## src/rtl/cordic_pkg.sv

```systemverilog
// cordic_pkg: shared state encoding, select bit positions and defaults for the CORDIC controller
package cordic_pkg;
    typedef enum logic [1:0] {IDLE, LOAD, ITER, VALID} state_t;
    localparam int SEL_SIN    = 0;
    localparam int SEL_COS    = 1;
    localparam int SEL_TAN    = 2;
    localparam int SEL_ATAN   = 3;
    localparam int N_ITER_DEF = 6;
    function automatic logic is_onehot(input logic [3:0] s);
        return (s != 4'b0000) && ((s & (s - 4'd1)) == 4'b0000);
    endfunction
endpackage

```

## src/rtl/cordic_ctrl_if.sv

```systemverilog
// cordic_ctrl_if: request/result handshake between register interface, controller and datapath
// master drives start/select/abort/out_ack; slave (the controller) drives busy, load, reg_en,
// iter_idx, sel_q, vectoring, out_valid and err.
interface cordic_ctrl_if #(
    parameter int IDX_W = 3
);
    logic             start;
    logic [3:0]       select;
    logic             abort;
    logic             out_ack;
    logic             busy;
    logic             load;
    logic             reg_en;
    logic [IDX_W-1:0] iter_idx;
    logic [3:0]       sel_q;
    logic             vectoring;
    logic             out_valid;
    logic             err;
    modport master (
        output start, select, abort, out_ack,
        input  busy, load, reg_en, iter_idx, sel_q, vectoring, out_valid, err
    );
    modport slave (
        input  start, select, abort, out_ack,
        output busy, load, reg_en, iter_idx, sel_q, vectoring, out_valid, err
    );
endinterface

```

## src/rtl/cordic_ctrl.sv

```systemverilog
// cordic_ctrl: Moore sequencer driving CORDIC init-load, iteration enable/index and result-valid
// Ports: clk; rst_n (async, active-low); bus (slave modport of cordic_ctrl_if).
module cordic_ctrl
    import cordic_pkg::*;
#(
    parameter int N_ITER = N_ITER_DEF,
    parameter int IDX_W  = 3
) (
    input  logic         clk,
    input  logic         rst_n,
    cordic_ctrl_if.slave bus
);
    localparam logic [IDX_W-1:0] LAST = IDX_W'(N_ITER - 1);
    state_t           state, state_d;
    logic [IDX_W-1:0] cnt, cnt_d;
    logic [3:0]       sel_q, sel_d;
    logic             err_q, err_d;
    always_ff @(posedge clk or negedge rst_n) begin
        if (!rst_n) begin
            state <= IDLE;
            cnt   <= '0;
            sel_q <= 4'b0001;
            err_q <= 1'b0;
        end else begin
            state <= state_d;
            cnt   <= cnt_d;
            sel_q <= sel_d;
            err_q <= err_d;
        end
    end
    // Counter clears everywhere except while stepping through ITER, so LOAD always starts it at 0.
    always_comb begin
        state_d = state;
        cnt_d   = '0;
        sel_d   = sel_q;
        err_d   = 1'b0;
        unique case (state)
            IDLE: begin
                if (bus.start && is_onehot(bus.select)) begin
                    state_d = LOAD;
                    sel_d   = bus.select;
                end
                err_d = bus.start && !is_onehot(bus.select);
            end
            LOAD:  state_d = ITER;
            ITER: begin
                state_d = (cnt == LAST) ? VALID : ITER;
                cnt_d   = (cnt == LAST) ? '0 : cnt + IDX_W'(1);
            end
            VALID: state_d = bus.out_ack ? IDLE : VALID;
            default: state_d = IDLE;
        endcase
        if (bus.abort && state != IDLE) begin
            state_d = IDLE;
            cnt_d   = '0;
        end
    end
    assign bus.busy      = (state != IDLE);
    assign bus.load      = (state == LOAD);
    assign bus.reg_en    = (state == ITER);
    assign bus.iter_idx  = (state == ITER) ? cnt : '0;
    assign bus.sel_q     = sel_q;
    assign bus.vectoring = sel_q[SEL_ATAN];
    assign bus.out_valid = (state == VALID);
    assign bus.err       = err_q;
endmodule

```

## src/flat_wrapper.sv

```systemverilog
// flat-port wrapper written by rule: the top's interface ports become plain ports
module cordic_ctrl_flat import cordic_pkg::*;
#(
    parameter int N_ITER = N_ITER_DEF,
    parameter int IDX_W  = 3
)
  (clk, rst_n, bus_start, bus_select, bus_abort, bus_out_ack, bus_busy, bus_load, bus_reg_en, bus_iter_idx, bus_sel_q, bus_vectoring, bus_out_valid, bus_err);
  cordic_ctrl_if #(.IDX_W(IDX_W)) bus_i ();
  input  logic clk;
  input  logic rst_n;
  input wire logic [$bits(bus_i.start)-1:0] bus_start;
  input wire logic [$bits(bus_i.select)-1:0] bus_select;
  input wire logic [$bits(bus_i.abort)-1:0] bus_abort;
  input wire logic [$bits(bus_i.out_ack)-1:0] bus_out_ack;
  output wire logic [$bits(bus_i.busy)-1:0] bus_busy;
  output wire logic [$bits(bus_i.load)-1:0] bus_load;
  output wire logic [$bits(bus_i.reg_en)-1:0] bus_reg_en;
  output wire logic [$bits(bus_i.iter_idx)-1:0] bus_iter_idx;
  output wire logic [$bits(bus_i.sel_q)-1:0] bus_sel_q;
  output wire logic [$bits(bus_i.vectoring)-1:0] bus_vectoring;
  output wire logic [$bits(bus_i.out_valid)-1:0] bus_out_valid;
  output wire logic [$bits(bus_i.err)-1:0] bus_err;
  assign bus_i.start = bus_start;
  assign bus_i.select = bus_select;
  assign bus_i.abort = bus_abort;
  assign bus_i.out_ack = bus_out_ack;
  assign bus_busy = bus_i.busy;
  assign bus_load = bus_i.load;
  assign bus_reg_en = bus_i.reg_en;
  assign bus_iter_idx = bus_i.iter_idx;
  assign bus_sel_q = bus_i.sel_q;
  assign bus_vectoring = bus_i.vectoring;
  assign bus_out_valid = bus_i.out_valid;
  assign bus_err = bus_i.err;
  cordic_ctrl #(.N_ITER(N_ITER), .IDX_W(IDX_W)) u_core (.clk(clk), .rst_n(rst_n), .bus(bus_i));
endmodule
```

## config.mk

```make
export PLATFORM = sky130hd
export DESIGN_NAME = cordic_ctrl_flat
export DESIGN_NICKNAME = d
export VERILOG_FILES = /design/src/rtl/cordic_pkg.sv /design/src/rtl/cordic_ctrl_if.sv /design/src/rtl/cordic_ctrl.sv /design/src/flat_wrapper.sv
export SDC_FILE = /design/constraint.sdc
export NUM_CORES = 1
export LEC_CHECK = 0
export ABC_AREA = 1
export ABC_CLOCK_PERIOD_IN_PS = 1100
export CAP_MARGIN = 10
export CORE_MARGIN = 5
export CORE_UTILIZATION = 41
export CTS_CLUSTER_DIAMETER = 120
export DETAILED_ROUTE_END_ITERATION = 8
export PLACE_DENSITY = 0.76
export SETUP_SLACK_MARGIN = 0.02
export SYNTH_ARGS = -nofsm -noshare
export SYNTH_HDL_FRONTEND = slang
export SYNTH_SLANG_ARGS = --single-unit
export TNS_END_PERCENT = 10
```

## constraint.sdc

```tcl
create_clock -name clk -period 1.1 [get_ports clk]
set_input_delay 0.22 -clock clk [delete_from_list [all_inputs] [get_ports clk]]
set_output_delay 0.22 -clock clk [all_outputs]
set_load 0.005 [all_outputs]
```

==> impl_results.md, run 1 <==
- Final core occ: 0.725
- Setup violations, final: 14
- Final ANT Viol Nets: 0
- Pins Over Slew Limit: 0
- Dpl cells: 116
- Yosys reg bits: 10
- Outcome: finished with violations
- Largest family of logic cells by synthesized area: simple AND/OR/NAND/NOR gates
- Failing checks: negative setup slack
- DR vias: between 500 and 600
- Worst r2r src: u_core.state[1]
- Pint: roughly 800 uW
- Max Cap Viol: 0
- Vias in the first global route: 546
- Sw frac: 0.287
- Grt ovf: 0
- Storage cell area: 251 um2
- Synth unique cells: 18
- Leak: 0.000519 uW
- Clock Latency Late Sink: between 200 and 300 ps
- Slew @ Worst Pin: 227 ps
- CTS sink count: 10
- Final Skew: 3.55 ps
- Tot GR Track Use: 0.146
- WL/cell: 10.7 um
- Initial antenna violation count: 0
- Drt drc: 0
- Fmax: 782 MHz
- CTS tree: built
- Sequential share of the synthesized area: 0.449
- Nets: 120
- Worst min path class: input port to async pin
- Crit path capture type: output port
- Pre-antenna DRT Iters: 4
- First-pass GRT wire length: 2.19 mm
- Fillcell total: around 110
- CTS Buf Count: 3
- Synth top area share: 0.402
- Syn-to-layout area delta: 68.3%
- RSZ-0062 raised after global routing: yes
- Worst vdd ir: 713 uV
- Synth Area in XOR/XNOR: 0
- Mux share of post-synthesis cell area: 0
- Comb pwr share: 0.309
- Worst path arrival time: 1060 ps
- CTS root buffer: clkbuf_4
- Area leader, netlist: dfrtp_1
- Initial Util: 0.431
- Hold buffers post-CTS: 0
- Synthesized Nets: 77
- Compound-Gate Fraction of Synth Area: 0.0625
- Slew headroom: 0.848
- Total Wirelength: 1.34 mm
- Initial DRC Count: 17
- R2R Path End: u_core.bus.sel_q[2]
- Pwr/cell area: 1210 nW/um2
- Die W: 47.0 um
- IO Pins: 22
- Yosys warns: 0
- Startpoint Class: flop
- Pin count of the biggest net entering global routing: 7
- NetSw: 328 uW
- Clk pwr share: 0.293
- Synthesized area: 561 um2
- H-tree depth: 1
- I/O Buffers: 21
- Flop-to-flop setup slack: -110 ps
- Crit share post-route: 1.16
- CP Class: flop to output port
- Largest cells by area after synthesis: dfrtp_1 (40%), nand2_1 (9.4%), nand2_2 (6.7%), nand4_1 (5.6%), inv_1 (5.4%)
- Setup ws final: -178 ps
- Cells on worst reg2reg path: 8
- Clk buf depth: 2
- Fin. Hold Viols: 0
- Post-Synth Simple-Gate Area: 0.388
- CP Max Fanout: 5
- RD Place Congestion: 0.736
- Die area: 2210 um2
- Final Non-Filler Cells: 125
- Dpl ws: -268 ps
- Seq pwr share: 0.399
- Die Ht: 47.0 um
- Post-Synth Adder-Cell Area: 0
- Row count: 13
- Clock-pin transition on the worst setup and hold timing paths: 70 ps
- DR vias/cell: 4.76
- Synthesized area per cell: ~8 um2
- Core area: 1300 um2
- Critical Path RT: around 900 ps
- DP Wirelength: roughly 1.1 mm
- Multi-input gate area: 279 um2
- Period minus WS final: 1280 ps
- Diode count: 0
- Ratio of cells with drive above 1 in the final layout: 0.509
- Syn Inst Count: 68
-- power groups by stage --
stage	logic [uW]	clock network (uW)	registers, uW
final	353	335	457
after global routing	389	352	463
after CTS	355	341	454
after detailed placement	350	0	462
after global placement	345	0	462
after floorplan	138	0	463
-- through the flow --
| stage | setup TNS (ps) | power [uW] | hold WS, ps | cell area, um2 |
|---|---|---|---|---|
| 2_1_floorplan | 0 | 600 | -75.6 | 561 |
| 3_3_place_gp | -2570 | 807 | 445 | 880 |
| 3_5_place_dp | -2810 | 813 | 448 | 880 |
| 4_1_cts | -1560 | 1150 | 156 | 945 |
| 5_1_grt | -2520 | 1200 | 163 | 943 |
| 6_report | -1590 | 1140 | 163 | 943 |
-- per-layer routing --
metal / vias to the layer above / track usage / wire, um
li1: 297 / - / -
met4: 0 / 0.0829 / 38
met2: 32 / 0.249 / 626
met1: 261 / 0.159 / 519
met3: 5 / 0.0460 / 152
met5: - / 0 / 0
-- flip-flops by register name, summed over array words and instances, names as in the netlist --
name,count
u_core.state,2
u_core.bus.sel_q,4
u_core.cnt,3
u_core.bus.err,1
-- critical path: stages (launching register included) --
cell     delay, ps
dfrtp_1        410
buf_6          140
nand2_4         80
nor2_1          40
buf_2          110
-- final cells by class --
cell class / instances / share of cell area
Sequential cell: 10 / 0.267
Clock buffer: 4 / 0.0385
Inverter: 13 / 0.0544
Tap cell: 15 / 0.0199
Timing Repair Buffer: 39 / 0.325
Multi-Input combinational cell: 44 / 0.296
-- cell usage in the layout, fill, tap and decap left out, drive strengths merged, types with 2 or more instances in the layout --
master / count
buf: 27
nand2: 22
inv: 13
dfrtp: 9
clkdlybuf4s50: 8
nor2: 8
clkbuf: 7
nand4: 5
a21oi: 3
nand3: 2
-- what timing repair did --
item | in CTS | in global routing
pin swaps | 5 | 1
gates cloned | 0 | 0
resized for setup | 55 | 6
endpoints found under the setup margin | 19 | 20
buffers inserted | 5 | 0
-- worst max path at each step --
stage / from / endpoint / slack [ps] / depth (start not counted)
floorplan: u_core.state[1] / u_core.bus.sel_q[3] / 130 / 6
global placement: u_core.state[0] / bus_iter_idx[2] / -240 / 4
detailed placement: u_core.state[0] / bus_iter_idx[2] / -270 / 4
CTS: u_core.state[1] / bus_iter_idx[1] / -180 / 4
global route: u_core.state[1] / bus_iter_idx[0] / -240 / 4
finish: u_core.state[1] / bus_iter_idx[0] / -180 / 4
-- cells by family after synthesis --
kind of cell           Yosys count
and+or+nand+nor                 38
AOI/OAI and AO/OA                6
buffers and inverters           14
DFF                             10
-- cell usage after synthesis, drive strengths merged --
master and count:
o21ai 1, a21oi 3, o211ai 1, nor2 8
buf 1, a21boi 1, nand4 5, inv 13
nand3 2, dfrtp 9, dfstp 1, nor3 1
nand2 22
Power figures use the tool's default switching activity.
==> run 2, diff against run 1 <==
Settings changed: PLACE_DENSITY 0.76 to 0.78.
==> run 2 against run 1 <==
The run still ends with negative setup slack left; combinational power increased by 7.4%; sequential share of layout area increased by 0.11 points; non-clock buffer count unchanged; utilization decreased by 0.29 points; flip-flop and latch count unchanged; setup slack got worse by 28 ps; clock power about the same; critical path type unchanged; fmax decreased by 2.2%; power increased by 1.7%; first-iteration DRC count decreased by 59%; register-to-register slack got worse by 20 ps.
==> impl_results.md, run 2 (synthesis gave the netlist of run 1 again) <==
- Outcome: finished with violations
- Failing checks: negative setup slack
- Commonest non-fill, non-tap cell in the layout: buf_4
- Fillcell total: 106
- Grt ovf: 0
- Regs by FF count: u_core.bus.sel_q: 4 flops, u_core.cnt: 3 flops, u_core.state: 2 flops
- Leak: ~0.00050 uW
- CTS sink count: 10
- DP Wirelength: between 1 and 1.5 mm
- CP Class: flop to output port
- Slew @ Worst Pin: 167 ps
- DR vias: about 580
- WL/cell: 11.4 um
- Top reg by flops: u_core.bus.sel_q
- I/O Buffers: 21
- Syn-to-layout area delta: 67.6%
- Pins Over Slew Limit: 0
- Max Cap Viol: 0
- Pre-antenna DRT Iters: 4
- Cells on worst reg2reg path: 8
- Row count: 13
- Crit path capture type: output port
- Flop-to-flop setup slack: -130 ps
- Final Instance Area: 940 um2
- Clock-pin transition on the worst setup and hold timing paths: roughly 60 ps
- Die Ht: 47.0 um
- Commonest non-fill, non-tap cells in the layout: buf_4 (14), nand2_1 (13), dfrtp_1 (9)
- Final ANT Viol Nets: 0
- Setup ws final: -207 ps
- Period minus WS final: 1310 ps
- CTS root buffer: clkbuf_4
- CTS tree: built
- Crit path max-delay cell type: dfrtp_1
- Worst vdd ir: 796 uV
- Slew headroom: 0.888
- Initial antenna violation count: 0
- Die W: 47.0 um
- CP Max Fanout: 5
- CTS Buf Count: 3
- Tot GR Track Use: 0.150
- Final Skew: 0.577 ps
- Vias in the first global route: between 500 and 600
- Diode count: 0
- Worst path arrival time: 1090 ps
- Fmax: 765 MHz
- Largest delay share family, worst path: flip-flops
- Crit path cell chain: buf_6 > nand2_4 > nor2_2 > buf_2
- Setup violations, final: 15
- Worst Path Buf+Inv: 2
- Pwr/cell area: 1240 nW/um2
- Max FFs per register: 4
- Initial Util: 0.431
- Hold buffers post-CTS: 0
- Dpl ws: -270 ps
- Pin count of the biggest net entering global routing: 11
- Placed instance area: 880 um2
- Ratio of cells with drive above 1 in the final layout: 0.518
- TNS Setup: -1720 ps
- Crit share post-route: 1.19
- Total Wirelength: 1.42 mm
- RSZ-0062 raised after global routing: yes
- Initial DRC Count: 7
- Worst r2r src: u_core.state[1]
- R2R Path End: u_core.bus.sel_q[1]
- Nets: between 100 and 150
- Fin. Hold Viols: 0
- Critical Path RT: 880 ps
- DR vias/cell: between 4 and 5
- H-tree depth: 1
- Slowest stage delay, CP: 410 ps
- First-pass GRT wire length: 2.19 mm
- RD Place Congestion: 0.814
- Drt drc: 0
- Worst min path class: input port to async pin
- Startpoint Class: flop
- Die area: 2210 um2
- Clock Latency Late Sink: 270 ps
- IO Pins: 22
- Clk buf depth: 2
- Core area: between 1000 and 1500 um2
-- run 2: worst max path at each step --
stage | from | to | slack [ps] | depth (start not counted)
finish | u_core.state[1] | bus_iter_idx[2] | -210 | 4
global route | u_core.state[1] | bus_iter_idx[2] | -260 | 4
CTS | u_core.state[1] | bus_iter_idx[2] | -180 | 4
detailed placement | bus_select[2] | u_core.bus.sel_q[1] | -270 | 8
global placement | u_core.state[0] | bus_iter_idx[2] | -230 | 4
floorplan | u_core.state[1] | u_core.bus.sel_q[3] | 130 | 6
-- run 2: final cells by class --
type | count | area (um2) | area share
clock buffers | 4 | 36.3 | 0.0386
inverters | 13 | 51.3 | 0.0546
multi-input cells | 44 | 275 | 0.293
flip-flops and latches | 10 | 251 | 0.268
well taps | 15 | 18.8 | 0.0200
repair buffers | 39 | 307 | 0.326
-- run 2: metal layers --
layer  vias to the layer above  share of wire  GRT usage
met5                         -              0          0
met4                         0          0.034     0.0829
met3                         7          0.073     0.0575
met2                        16           0.51      0.236
met1                       260           0.38      0.176
li1                        301              -          -
-- run 2: what timing repair did --
action,in CTS,in global routing
pin swaps,3,2
buffers inserted,5,0
setup endpoints to repair,19,21
gates resized for setup,49,10
cloned,0,0
-- run 2: where the power goes --
| group | switching, uW | internal (uW) |
|---|---|---|
| combinational | 169 | 209 |
| sequential | 29.6 | 424 |
| clock | 130 | 202 |
-- run 2: metrics by stage --
stage | hold slack, ps | power, uW | util | instances
finish | 230 | 1160 | 0.722 | 125
global route | 231 | 1230 | 0.722 | 125
CTS | 227 | 1180 | 0.728 | 125
detailed placement | 462 | 812 | 0.676 | 116
global placement | 456 | 803 | 0.676 | 116
floorplan | -75.6 | 600 | - | 68
-- run 2: worst reg2reg max path: cells and delay by family (launching register included) --
kind,cells,cell delay (ps)
buffers and inverters,3,320
and+or+nand+nor,5,390
DFF,1,420
==> RTL change 1 (flow settings as in run 1) <==
Encoding of `state_t`: now Gray code (2 bits for 4 states).
--- a/src/rtl/cordic_pkg.sv
+++ b/src/rtl/cordic_pkg.sv
@@ -1,5 +1,5 @@
 // cordic_pkg: shared state encoding, select bit positions and defaults for the CORDIC controller
 package cordic_pkg;
-    typedef enum logic [1:0] {IDLE, LOAD, ITER, VALID} state_t;
+    typedef enum logic [1:0] {IDLE = 2'b00, LOAD = 2'b01, ITER = 2'b11, VALID = 2'b10} state_t;
     localparam int SEL_SIN    = 0;
     localparam int SEL_COS    = 1;
Function: no difference found for any inputs over 10 cycles, from zero or initial values and one cycle with rst_n low; not proved beyond that.
==> RTL change 1 against run 1 <==
- the flow still finishes with violations (negative setup slack)
- die area fell by 0.87%
- area after synthesis fell by 1.1%
- highest routed layer unchanged
- cell area rose by 3.6%
- critical endpoint unchanged
- utilization increased by 3.5 points
- routed wire length up 6.0%
- hold slack improved by 82 ps
- largest cell class unchanged
- power rose by 28%
- worst setup slack got worse by 76 ps
- sequential cell count stayed put
==> RTL change 1: results (changes against run 1) <==
Place WS -281.3 ps (-13.20 ps); GRT Total Usage 15.46% (+0.85 points); global-route wire length before repair 2.304 mm (+5.3%); Clock Skews 0.9523 ps (-2.595 ps); drt initial violations 6 (-11); Non-Filler Instances 126 (+0.80%); Nets 121 (+0.83%); placed instance area 880.8 sq um (+0.14%); largest net degree at the start of global routing 11 (+4); Final WS setup -254.2 ps (-75.83 ps); WHS 245.0 ps (+82.37 ps); total wire length 1.417 mm (+6.0%); Seq/Total Area, Yosys 45.37% (+0.51 points); crit-path max FO 2 (-3); vias post-DR 599 (+0.67%); Post-synth top cells nand2_1 (15), dfrtp_1 (9), inv_1 (7); Syn Inst Count 65 (-4.4%); Post-Syn Nets 74 (-3.9%); failing checks negative setup slack; ranking of synthesized cells by area dfrtp_1 (41%), nand2_1 (10%), nand4_1 (5.6%); reg2reg end u_core.cnt[0]$_DFF_PN0_; R2R cell count 7 (-1); HPWL after DPL 1.017 mm (-5.9%); vias in the first global route 571 (+4.6%); fillcell total 96 (-14%); status finished, violations left; final setup fails 15 (+1)
RTL change 1: cell count changes after synthesis, sizes merged:
| cell | change |
|---|---|
| nor2 | -2 |
| a211oi | +1 |
| a21oi | +1 |
| inv | -1 |
| nand2 | -1 |
| o211ai | -1 |
RTL change 1: kinds of logic (layout without fill, tap and decap cells):
| logic type | Yosys count | count (layout) | synth area share [%] |
|---|---|---|---|
| buffers and inverters | 13 | 59 | 9.483 |
| flip-flops | 10 | 10 | 45.37 |
| AO/OA/AOI/OAI | 7 | 7 | 8.802 |
| AND/OR/NAND/NOR | 35 | 35 | 36.34 |
RTL change 1: where the power goes:
group	internal (mW)	leakage, nW	switching [mW]
Sequential	0.463	0.129	0.0554
Combinational	0.341	0.367	0.285
Clock	0.201	0.0210	0.124
RTL change 1: per-layer routing:
metal  GRT usage, %  routed length, um  vias to the layer above
met5              0                  0                        -
met1          16.55                539                      273
met2          26.83                718                       22
met3          3.448                132                        4
met4          10.50                 27                        0
li1               -                  -                      300
RTL change 1: worst max-delay path: stages (launching register included):
cell,delay [ps]
dfrtp_1,370
nand2_2,80
buf_6,120
buf_6,100
nor2_2,70
buf_2,120
RTL change 1: metrics by stage:
| stage | utilization (%) | setup TNS, ps |
|---|---|---|
| after floorplan | - | 0 |
| after global placement | 68.55 | -2723 |
| after detailed placement | 68.55 | -2883 |
| after CTS | 75.56 | -1652 |
| after global routing | 76.05 | -2544 |
| final | 76.05 | -1645 |
RTL change 1: how the worst min path moves through the flow:
stage                                                from                         endpoint  cells past startpoint
after floorplan                                     rst_n         u_core.bus.err$_DFF_PN0_                      0
after global placement    u_core.bus.sel_q[0]$_DFFE_PN1P_  u_core.bus.sel_q[0]$_DFFE_PN1P_                      2
after detailed placement  u_core.bus.sel_q[1]$_DFFE_PN0P_  u_core.bus.sel_q[1]$_DFFE_PN0P_                      2
after CTS                                           rst_n         u_core.bus.err$_DFF_PN0_                      2
after global routing                                rst_n          u_core.cnt[0]$_DFF_PN0_                      2
final                                               rst_n         u_core.bus.err$_DFF_PN0_                      2
RTL change 1: what timing repair did:
action,4_1_cts,5_1_grt
pin swaps,3,2
setup endpoints to repair,19,20
gates resized for setup,50,12
buffers inserted,7,1
RTL change 1: final cells by class:
| type | count | area, sq um | area share (%) |
|---|---|---|---|
| multi-input cells | 42 | 271.5 | 27.78 |
| repair buffers | 43 | 344.1 | 35.21 |
| clock buffers | 4 | 36.28 | 3.713 |
| inverters | 12 | 55.05 | 5.634 |
| well taps | 15 | 18.77 | 1.921 |
| flip-flops and latches | 10 | 251.5 | 25.74 |
==> RTL change 2 (config.mk and constraints of run 1) <==
Without the edit above. `IDX_W` is set to 3 in 3 places; all go to 4.
--- a/src/rtl/cordic_ctrl_if.sv
+++ b/src/rtl/cordic_ctrl_if.sv
@@ -3,5 +3,5 @@
 // iter_idx, sel_q, vectoring, out_valid and err.
 interface cordic_ctrl_if #(
-    parameter int IDX_W = 3
+    parameter int IDX_W = 4
 );
     logic             start;
--- a/src/rtl/cordic_ctrl.sv
+++ b/src/rtl/cordic_ctrl.sv
@@ -5,5 +5,5 @@
 #(
     parameter int N_ITER = N_ITER_DEF,
-    parameter int IDX_W  = 3
+    parameter int IDX_W  = 4
 ) (
     input  logic         clk,
--- a/src/flat_wrapper.sv
+++ b/src/flat_wrapper.sv
@@ -3,5 +3,5 @@
 #(
     parameter int N_ITER = N_ITER_DEF,
-    parameter int IDX_W  = 3
+    parameter int IDX_W  = 4
 )
   (clk, rst_n, bus_start, bus_select, bus_abort, bus_out_ack, bus_busy, bus_load, bus_reg_en, bus_iter_idx, bus_sel_q, bus_vectoring, bus_out_valid, bus_err);
Interface: changed (resized bus_iter_idx); port bits go from 22 to 23. The function was not compared with the original's and may differ.
==> RTL change 2 against run 1 <==
- the flow still finishes with violations (negative setup slack)
- routed wire length up 20%
- sequential cell count grew 1
- combinational power rose by 24%
- clock power down 19%
- power up 5.8%
- non-clock buffer count shrank 1
- critical path depth rose by 1
- utilization fell by 4.6 points
- worst setup slack worse by 11 ps
- hold slack better by 90 ps
- count of clock-buffer cells in the layout is 1 lower
- cell area increased by 7.2%
- area after synthesis up 14%
- critical endpoint is now bus_iter_idx[1]
==> RTL change 2: results (changes against run 1) <==
Buffers on Ports 22 (+4.8%); Clock Skews 4.046 ps (+0.4985 ps); global-route wire length before repair 2.773 mm (+27%); HPWL after DPL 1.193 mm (+10%); CP peak stage delay 370 ps (-40 ps); ranking of synthesized cells by area dfrtp_1 (39%), nand2_1 (7.6%), nor2_1 (6.5%); total wire length 1.610 mm (+20%); DP Cell Count 126 (+8.6%); layout cells sized above 1 52.99% (+2.1 points); P_leak 0.5404 nW (+4.1%); largest net degree at the start of global routing 12 (+5); vias in the first global route 651 (+19%); Post-Syn Nets 87 (+13%); final setup fails 21 (+7); peak supply drop 0.0008154 V (+14%); failing checks negative setup slack; largest registers u_core.bus.sel_q x4, u_core.cnt x4, u_core.state x2; Final WS setup -189.4 ps (-10.96 ps); Seq/Total Area, Yosys 43.33% (-1.5 points); Met3 Wirelength 90 um (-41%); Sw Share 30.74% (+2.0 points); fillcell total 137 (+22%); status finished, violations left; wire length on met2 915 um (+46%); GPL Wtd Cong 0.7536 (+2.4%); Syn Inst Count 76 (+12%); drt initial violations 6 (-11); Place WS -352.3 ps (-84.17 ps)
-- RTL change 2: cell types whose count changed after synthesis, sizes merged --
cell / change
xnor2: +1
o211ai: -1
xor2: +1
o21ai: -1
ha: +2
nand2: -2
nor3: -1
a21oi: -1
inv: +2
nand4: -1
a211oi: +1
dfrtp: +1
nor2: +7
-- RTL change 2: logic make-up after synthesis --
logic type | share of synthesized area, %
XOR/XNOR | 2.746
flip-flops | 43.33
adder cells (fa/ha/maj) | 3.921
AND/OR/NAND/NOR | 35.49
AO/OA/AOI/OAI | 4.510
buffers and inverters | 10.00
-- RTL change 2: metal layers --
metal  track usage (%)  up-vias
met1             15.17      282
met4             2.620        0
met3             4.217        2
li1                  -      313
met2             26.82       16
met5                 0        -
-- RTL change 2: path summary, 6_finish.rpt --
check	slack (ps)	to	start
hold reg to reg	470	u_core.bus.sel_q[0]$_DFFE_PN1P_	u_core.bus.sel_q[0]$_DFFE_PN1P_
hold / removal	250	u_core.cnt[2]$_DFF_PN0_	rst_n
setup / recovery	-190	bus_iter_idx[1]	u_core.state[1]$_DFFE_PN0P_
setup reg to reg	-180	u_core.bus.sel_q[1]$_DFFE_PN0P_	u_core.state[0]$_DFFE_PN0P_
max in group asynchronous	620	u_core.bus.sel_q[0]$_DFFE_PN1P_	rst_n
min in group clk	470	u_core.bus.sel_q[0]$_DFFE_PN1P_	u_core.bus.sel_q[0]$_DFFE_PN1P_
-- RTL change 2: worst register-to-register path, stage by stage, from the launching register on --
cell	delay [ps]
dfrtp_1	420
buf_6	150
inv_4	50
nand2_4	40
buf_6	110
nor2_4	150
nand3_4	120
nand2_1	80
nand2_1	40
-- RTL change 2: power by group through the flow --
stage / logic [mW] / clock network, mW / registers [mW]
2_1_floorplan: 0.158 / 0 / 0.510
5_1_grt: 0.483 / 0.308 / 0.509
3_3_place_gp: 0.394 / 0 / 0.503
6_report: 0.439 / 0.273 / 0.500
3_5_place_dp: 0.406 / 0 / 0.506
4_1_cts: 0.435 / 0.278 / 0.499
-- RTL change 2: area by class of cell --
class	count	area, sq um	share of cell area [%]
clock inverters	1	5.005	0.4950
repair buffers	38	304.0	30.07
flip-flops and latches	11	276.5	27.35
well taps	16	20.02	1.980
multi-input cells	49	324.1	32.05
clock buffers	3	22.52	2.228
inverters	15	58.81	5.817
-- RTL change 2: repair_timing --
| action | in CTS | in global routing |
|---|---|---|
| gates resized for setup | 62 | 7 |
| setup buffers | 3 | 0 |
| endpoints found under the setup margin | 25 | 24 |
| pin swaps | 1 | 0 |
-- RTL change 2: metrics by stage --
stage	util, %	TNS (ps)
after floorplan	-	0
after global placement	65.04	-3467
after detailed placement	65.04	-4152
after CTS	68.24	-2819
after global routing	67.90	-4496
final	67.90	-2786
